### src/rtl/div_iter_pkg.sv
// Shared definitions for the iterative divider and the HI/LO write path.
package div_iter_pkg;

  localparam int unsigned DIV_WIDTH = 32;
  localparam int unsigned DIV_ITERS = DIV_WIDTH;

  typedef enum logic [1:0] {
    DIV_IDLE = 2'd0,
    DIV_BUSY = 2'd1,
    DIV_DONE = 2'd2
  } div_state_e;

  // HI/LO packing: HI holds the remainder, LO the quotient.
  typedef struct packed {
    logic [DIV_WIDTH-1:0] hi;
    logic [DIV_WIDTH-1:0] lo;
  } hilo_t;

  function automatic hilo_t pack_hilo(input logic [DIV_WIDTH-1:0] rem,
                                      input logic [DIV_WIDTH-1:0] quo);
    hilo_t r;
    r.hi = rem;
    r.lo = quo;
    return r;
  endfunction

endpackage

### src/rtl/div_step.sv
// One radix-2 restoring division step on unsigned magnitudes.
module div_step #(
  parameter int unsigned WIDTH = 32
) (
  input  logic [WIDTH-1:0] rem_i,
  input  logic [WIDTH-1:0] quo_i,
  input  logic [WIDTH-1:0] divisor_i,
  output logic [WIDTH-1:0] rem_o,
  output logic [WIDTH-1:0] quo_o
);

  logic [WIDTH:0]   rem_sh;
  logic [WIDTH+1:0] trial;
  logic [WIDTH:0]   rem_sel;
  logic             trial_ok;
  logic             unused_rem_msb;

  // The shifted remainder can exceed WIDTH bits, so the trial carries an extra borrow bit.
  assign rem_sh   = {rem_i, quo_i[WIDTH-1]};
  assign trial    = {1'b0, rem_sh} - {2'b00, divisor_i};
  assign trial_ok = ~trial[WIDTH+1];

  assign rem_sel        = trial_ok ? trial[WIDTH:0] : rem_sh;
  assign rem_o          = rem_sel[WIDTH-1:0];
  assign unused_rem_msb = rem_sel[WIDTH];
  assign quo_o          = {quo_i[WIDTH-2:0], trial_ok};

endmodule

### src/rtl/div_iter.sv
// Multi-cycle iterative DIV/DIVU unit for the execute stage; raises stall while dividing
// and delivers {HI=remainder, LO=quotient} with a one-cycle ready pulse.
module div_iter
  import div_iter_pkg::*;
#(
  parameter int unsigned WIDTH = DIV_WIDTH
) (
  input  logic               clk,
  input  logic               rst,
  input  logic               start,
  input  logic               signed_div,
  input  logic [WIDTH-1:0]   opa,
  input  logic [WIDTH-1:0]   opb,
  input  logic               cancel,
  output logic               stall,
  output logic [2*WIDTH-1:0] result,
  output logic               ready
);

  localparam int unsigned CntW = (WIDTH > 1) ? $clog2(WIDTH) : 1;

  div_state_e         state_q, state_d;
  logic [CntW-1:0]    cnt_q, cnt_d;
  logic [WIDTH-1:0]   rem_q, rem_d;
  logic [WIDTH-1:0]   quo_q, quo_d;
  logic [WIDTH-1:0]   divisor_q, divisor_d;
  logic               qneg_q, qneg_d;
  logic               rneg_q, rneg_d;
  logic [2*WIDTH-1:0] result_q, result_d;

  logic [WIDTH-1:0] opa_abs, opb_abs;
  logic [WIDTH-1:0] rem_nxt, quo_nxt;
  logic [WIDTH-1:0] rem_fix, quo_fix;

  assign opa_abs = (signed_div && opa[WIDTH-1]) ? -opa : opa;
  assign opb_abs = (signed_div && opb[WIDTH-1]) ? -opb : opb;

  div_step #(
    .WIDTH(WIDTH)
  ) u_step (
    .rem_i    (rem_q),
    .quo_i    (quo_q),
    .divisor_i(divisor_q),
    .rem_o    (rem_nxt),
    .quo_o    (quo_nxt)
  );

  // Overflow (-2^(W-1) / -1) wraps naturally: magnitude 2^(W-1) with a positive sign.
  assign quo_fix = qneg_q ? -quo_nxt : quo_nxt;
  assign rem_fix = rneg_q ? -rem_nxt : rem_nxt;

  always_comb begin
    state_d   = state_q;
    cnt_d     = cnt_q;
    rem_d     = rem_q;
    quo_d     = quo_q;
    divisor_d = divisor_q;
    qneg_d    = qneg_q;
    rneg_d    = rneg_q;
    result_d  = result_q;
    unique case (state_q)
      DIV_IDLE: begin
        if (start && !cancel) begin
          if (opb != '0) begin
            rem_d     = '0;
            quo_d     = opa_abs;
            divisor_d = opb_abs;
            qneg_d    = (opa[WIDTH-1] ^ opb[WIDTH-1]) & signed_div;
            rneg_d    = opa[WIDTH-1] & signed_div;
            cnt_d     = '0;
            state_d   = DIV_BUSY;
          end else begin
            result_d = {opa, {WIDTH{1'b1}}};
            state_d  = DIV_DONE;
          end
        end
      end
      DIV_BUSY: begin
        if (cancel || !start) begin
          state_d = DIV_IDLE;
        end else begin
          rem_d = rem_nxt;
          quo_d = quo_nxt;
          cnt_d = cnt_q + 1'b1;
          if (cnt_q == CntW'(WIDTH - 1)) begin
            result_d = {rem_fix, quo_fix};
            state_d  = DIV_DONE;
          end
        end
      end
      DIV_DONE: state_d = DIV_IDLE;
      default:  state_d = DIV_IDLE;
    endcase
  end

  always_ff @(posedge clk) begin
    if (rst) begin
      state_q   <= DIV_IDLE;
      cnt_q     <= '0;
      rem_q     <= '0;
      quo_q     <= '0;
      divisor_q <= '0;
      qneg_q    <= 1'b0;
      rneg_q    <= 1'b0;
      result_q  <= '0;
    end else begin
      state_q   <= state_d;
      cnt_q     <= cnt_d;
      rem_q     <= rem_d;
      quo_q     <= quo_d;
      divisor_q <= divisor_d;
      qneg_q    <= qneg_d;
      rneg_q    <= rneg_d;
      result_q  <= result_d;
    end
  end

  // Combinational so the hazard unit sees it the cycle the DIV enters E; cancel never stalls.
  assign stall  = start & ~cancel & (state_q != DIV_DONE);
  assign ready  = (state_q == DIV_DONE);
  assign result = result_q;

endmodule
### config.mk
export PLATFORM = sky130hd
export DESIGN_NAME = div_iter
export DESIGN_NICKNAME = d
export VERILOG_FILES = /design/src/rtl/div_iter_pkg.sv /design/src/rtl/div_step.sv /design/src/rtl/div_iter.sv
export SDC_FILE = /design/constraint.sdc
export NUM_CORES = 1
export LEC_CHECK = 0
export BUFFER_PORTS_ARGS = -buffer_cell sky130_fd_sc_hd__buf_2
export CORE_AREA = 2 2 144 146
export CTS_CLUSTER_SIZE = 16
export DETAILED_ROUTE_END_ITERATION = 10
export DIE_AREA = 0 0 146 148
export PLACE_DENSITY = 0.8
export RECOVER_POWER = 50
export SLEW_MARGIN = 10
export SYNTH_ARGS = -nofsm -noshare
export SYNTH_HDL_FRONTEND = slang
export SYNTH_SLANG_ARGS = --single-unit
### constraint.sdc
create_clock -name clk -period 8.05 [get_ports clk]
set_clock_uncertainty 0.15 [all_clocks]
set_input_delay 0.805 -clock clk [delete_from_list [all_inputs] [get_ports clk]]
set_output_delay 0.805 -clock clk [all_outputs]
set_load 0.02 [all_outputs]
==> results_dict.tcl <==
set metrics [dict create \
    vdd_drop_max_uv 115 \
    final-hold-violation-count 0 \
    postRouteAntennaNets 0 \
    fin_crit_sh_pct 70.7 \
    violations "capacitance limit, slew limit" \
    gr-usage-all-layers_pct 31.9 \
    fin_hold_ws_ps 307 \
    avgSynthCellArea_um2 7.42 \
    num_vias 12000 \
    portBuffers 134 \
    netlist_instances 1588 \
    grt_setup_unrepaired "no" \
    first_global_vias 10900 \
    num_rows 52 \
    antenna-diode-count 0 \
    clk_path_buf_depth 2 \
    clk_latency_ps 440 \
    design.core.area_um2 20000 \
    cp-startpoint "opb[1]" \
    clkTransAtPathRegs_ps 80 \
    period_needed_ps 5690 \
    gr-total-overflow 0 \
    powerDensity_nw_per_um2 167 \
    worstPathArrival_ps 5820 \
    cts.sinks 169 \
    yosysSeqAreaShare_pct 28.7 \
    relSlewSlack_pct -23.0 \
    place_inst 1898 \
    synth_flop_cell "dfxtp_1" \
    clockRootBuffer "clkbuf_16" \
    hold_class "register to register" \
    nets 1755 \
    layout_common_cells "221 x nor2_1, 169 x dfxtp_1, 149 x nand2_1" \
    synth_nets 1696 \
    io_pins 135 \
    drv_cap 3 \
    crit_path_start_kind "input pin" \
    status "finished, violations left" \
    place_hpwl_mm 26.1 \
    drt-total-wl_mm 35.3 \
    cp-end-kind "register" \
    wl_per_cell_um 18.3 \
    htreeDepth 4 \
    antenna_found_initial 0 \
    gp_congestion 0.990 \
    fillerInstances 1833 \
    die_w_um 146 \
    synth_cell_types 78 \
    syn_area_um2 11800 \
    p_seq_share_pct 40.5 \
    worst_pin_slew_ps 1840 \
    fmax_ghz 0.176 \
    min_from "divisor_q[31]$_SDFFE_PP0P_" \
    r2r_start "rem_q[17]$_SDFFE_PP0P_" \
    synth_edf_count 0 \
    required_ps 8180 \
    worst-path-max-fanout 56 \
    fin_setup_tns_ps 0 \
    die_area_um2 21600 \
    crit_type "input pin to register" \
    routed_via_density 6.19 \
    async_flop_share_pct 0 \
    pwr-share-comb_pct 19.1 \
    postSynthRegisterBits 169 \
    fp.dieH_um 148 \
    firstDrtPassIters 6 \
    layout_commonest_cell "nor2_1" \
    ctsHoldBuffers 0 \
    cts_tree "done" \
    p_sw_share_pct 31.5 \
    drc 0 \
    power.internal_uw 1480 \
    switchingPower_uw 680 \
    cts_buffers 17 \
    initial_utilization_pct 58.8 \
    ys_warn_count 0 \
    stdcell_count 1930 \
    grt_max_degree 92 \
    finalMaxSlewViolations 116 \
    cts_setup_buffers 0 \
    grt_pass1_wl_mm 55.8 \
    setup_viol 0 \
    drive_above_1_share_pct 8.07 \
    drt_iter0_markers 939 \
    synthToLayoutAreaGrowth_pct 10.0 \
    p_leak_uw 0.00498 \
    p_clk_share_pct 40.4 \
    cts_resized 0 \
]
-- worst max-delay path, cell delays in order --
cell	delay, ps
buf_2	110
inv_1	70
ha_1	150
nor3b_1	240
nor3b_1	610
nand4_1	300
or3_1	430
or2_0	320
or4_1	610
nand2_1	1160
buf_4	650
a211oi_1	100
a21oi_1	190
nor2_1	50
-- synth_stat cells (3+ instances only) --
cell	number	area [um^2]
nor4_1	16	100
buf_2	18	90.1
a221oi_1	6	52.6
nand2_1	149	559
o21a_1	8	60.1
o31a_1	7	61.3
buf_6	4	45.0
or3_1	30	188
nand3_1	25	125
a211o_1	3	26.3
or4_1	11	82.6
and2_1	19	119
o211ai_1	12	90.1
buf_1	13	48.8
dfxtp_1	169	3380
o2111a_1	3	33.8
nor3b_1	3	22.5
nand2b_1	8	50.1
mux2_2	4	45.0
a31oi_1	18	113
o21ai_0	110	551
nor2_1	222	833
nor2b_1	9	56.3
nand4_1	12	75.1
xor2_1	78	683
a21oi_1	131	656
or2_2	4	25.0
o22ai_1	9	56.3
a21o_1	15	113
nand3b_1	4	30.0
o41ai_1	12	105
o21bai_1	3	22.5
nor3_1	31	155
a22oi_1	20	150
xnor2_1	60	526
inv_1	54	203
ha_1	38	475
clkbuf_1	72	270
a311oi_1	20	175
mux2i_1	12	120
and3_1	11	68.8
a211oi_1	72	541
o31ai_1	18	135
-- sequential cells by signal (all words and copies together) (netlist names) --
signal     cells
cnt_q          5
divisor_q     32
quo_q         32
state_q        2
rneg_q         1
qneg_q         1
rem_q         32
result        64
-- layout make-up --
class                      instances  area (um^2)  share of cell area [%]
sequential                       169         3380                    26.1
tap                              270          338                    2.61
timing repair buffer             147          676                    5.21
multi-input combinational       1257         7730                    59.7
clock inverter                    14          178                    1.37
clock buffer                      18          439                    3.39
inverter                          55          211                    1.63
-- final timing paths --
kind / endpoint / slack, ps / cells past startpoint
worst max-delay path: quo_q[19]$_SDFFE_PP0P_ / 2360 / 14
worst min-delay path: divisor_q[31]$_SDFFE_PP0P_ / 310 / 2
worst max register to register: result[62]$_SDFFE_PP0P_ / 2380 / 18
worst min register to register: divisor_q[31]$_SDFFE_PP0P_ / 310 / 2
-- layer usage --
metal | track usage, % | vias up | share of wire (%)
met5 | 0 | - | 0
met4 | 14.8 | 0 | 3.7
met3 | 4.26 | 70 | 8.1
met2 | 52.0 | 548 | 46
met1 | 42.1 | 5516 | 43
li1 | - | 5817 | -
-- cell families (layout without fill, tap and decap cells) --
| family | after synthesis | count (layout) | synth area share [%] |
|---|---|---|---|
| AND/OR/NAND/NOR | 571 | 571 | 22.5 |
| AO/OA/AOI/OAI | 493 | 493 | 27.2 |
| flip-flops | 169 | 169 | 28.7 |
| buffers and inverters | 162 | 234 | 5.65 |
| XOR/XNOR | 138 | 138 | 10.3 |
| adder cells (fa/ha/maj) | 39 | 39 | 4.21 |
| multiplexers | 16 | 16 | 1.40 |
-- per-stage QoR --
stage	util, %	area [um^2]	setup WS [ps]	total power [uW]
CTS	65.2	13100	2460	2150
global route	64.7	13000	2030	2250
finish	64.7	13000	2360	2160
global placement	62.1	12500	2530	1290
floorplan	-	11800	3150	1180
detailed placement	62.1	12500	2490	1300
-- power by group through the flow --
| stage | Clock [uW] | Combinational [uW] | Sequential, uW |
|---|---|---|---|
| finish | 873 | 412 | 876 |
| global placement | 0 | 396 | 895 |
| floorplan | 0 | 295 | 890 |
| global route | 915 | 452 | 879 |
| detailed placement | 0 | 401 | 895 |
| CTS | 874 | 404 | 876 |
Note: power is estimated with default switching activity, not from simulation.
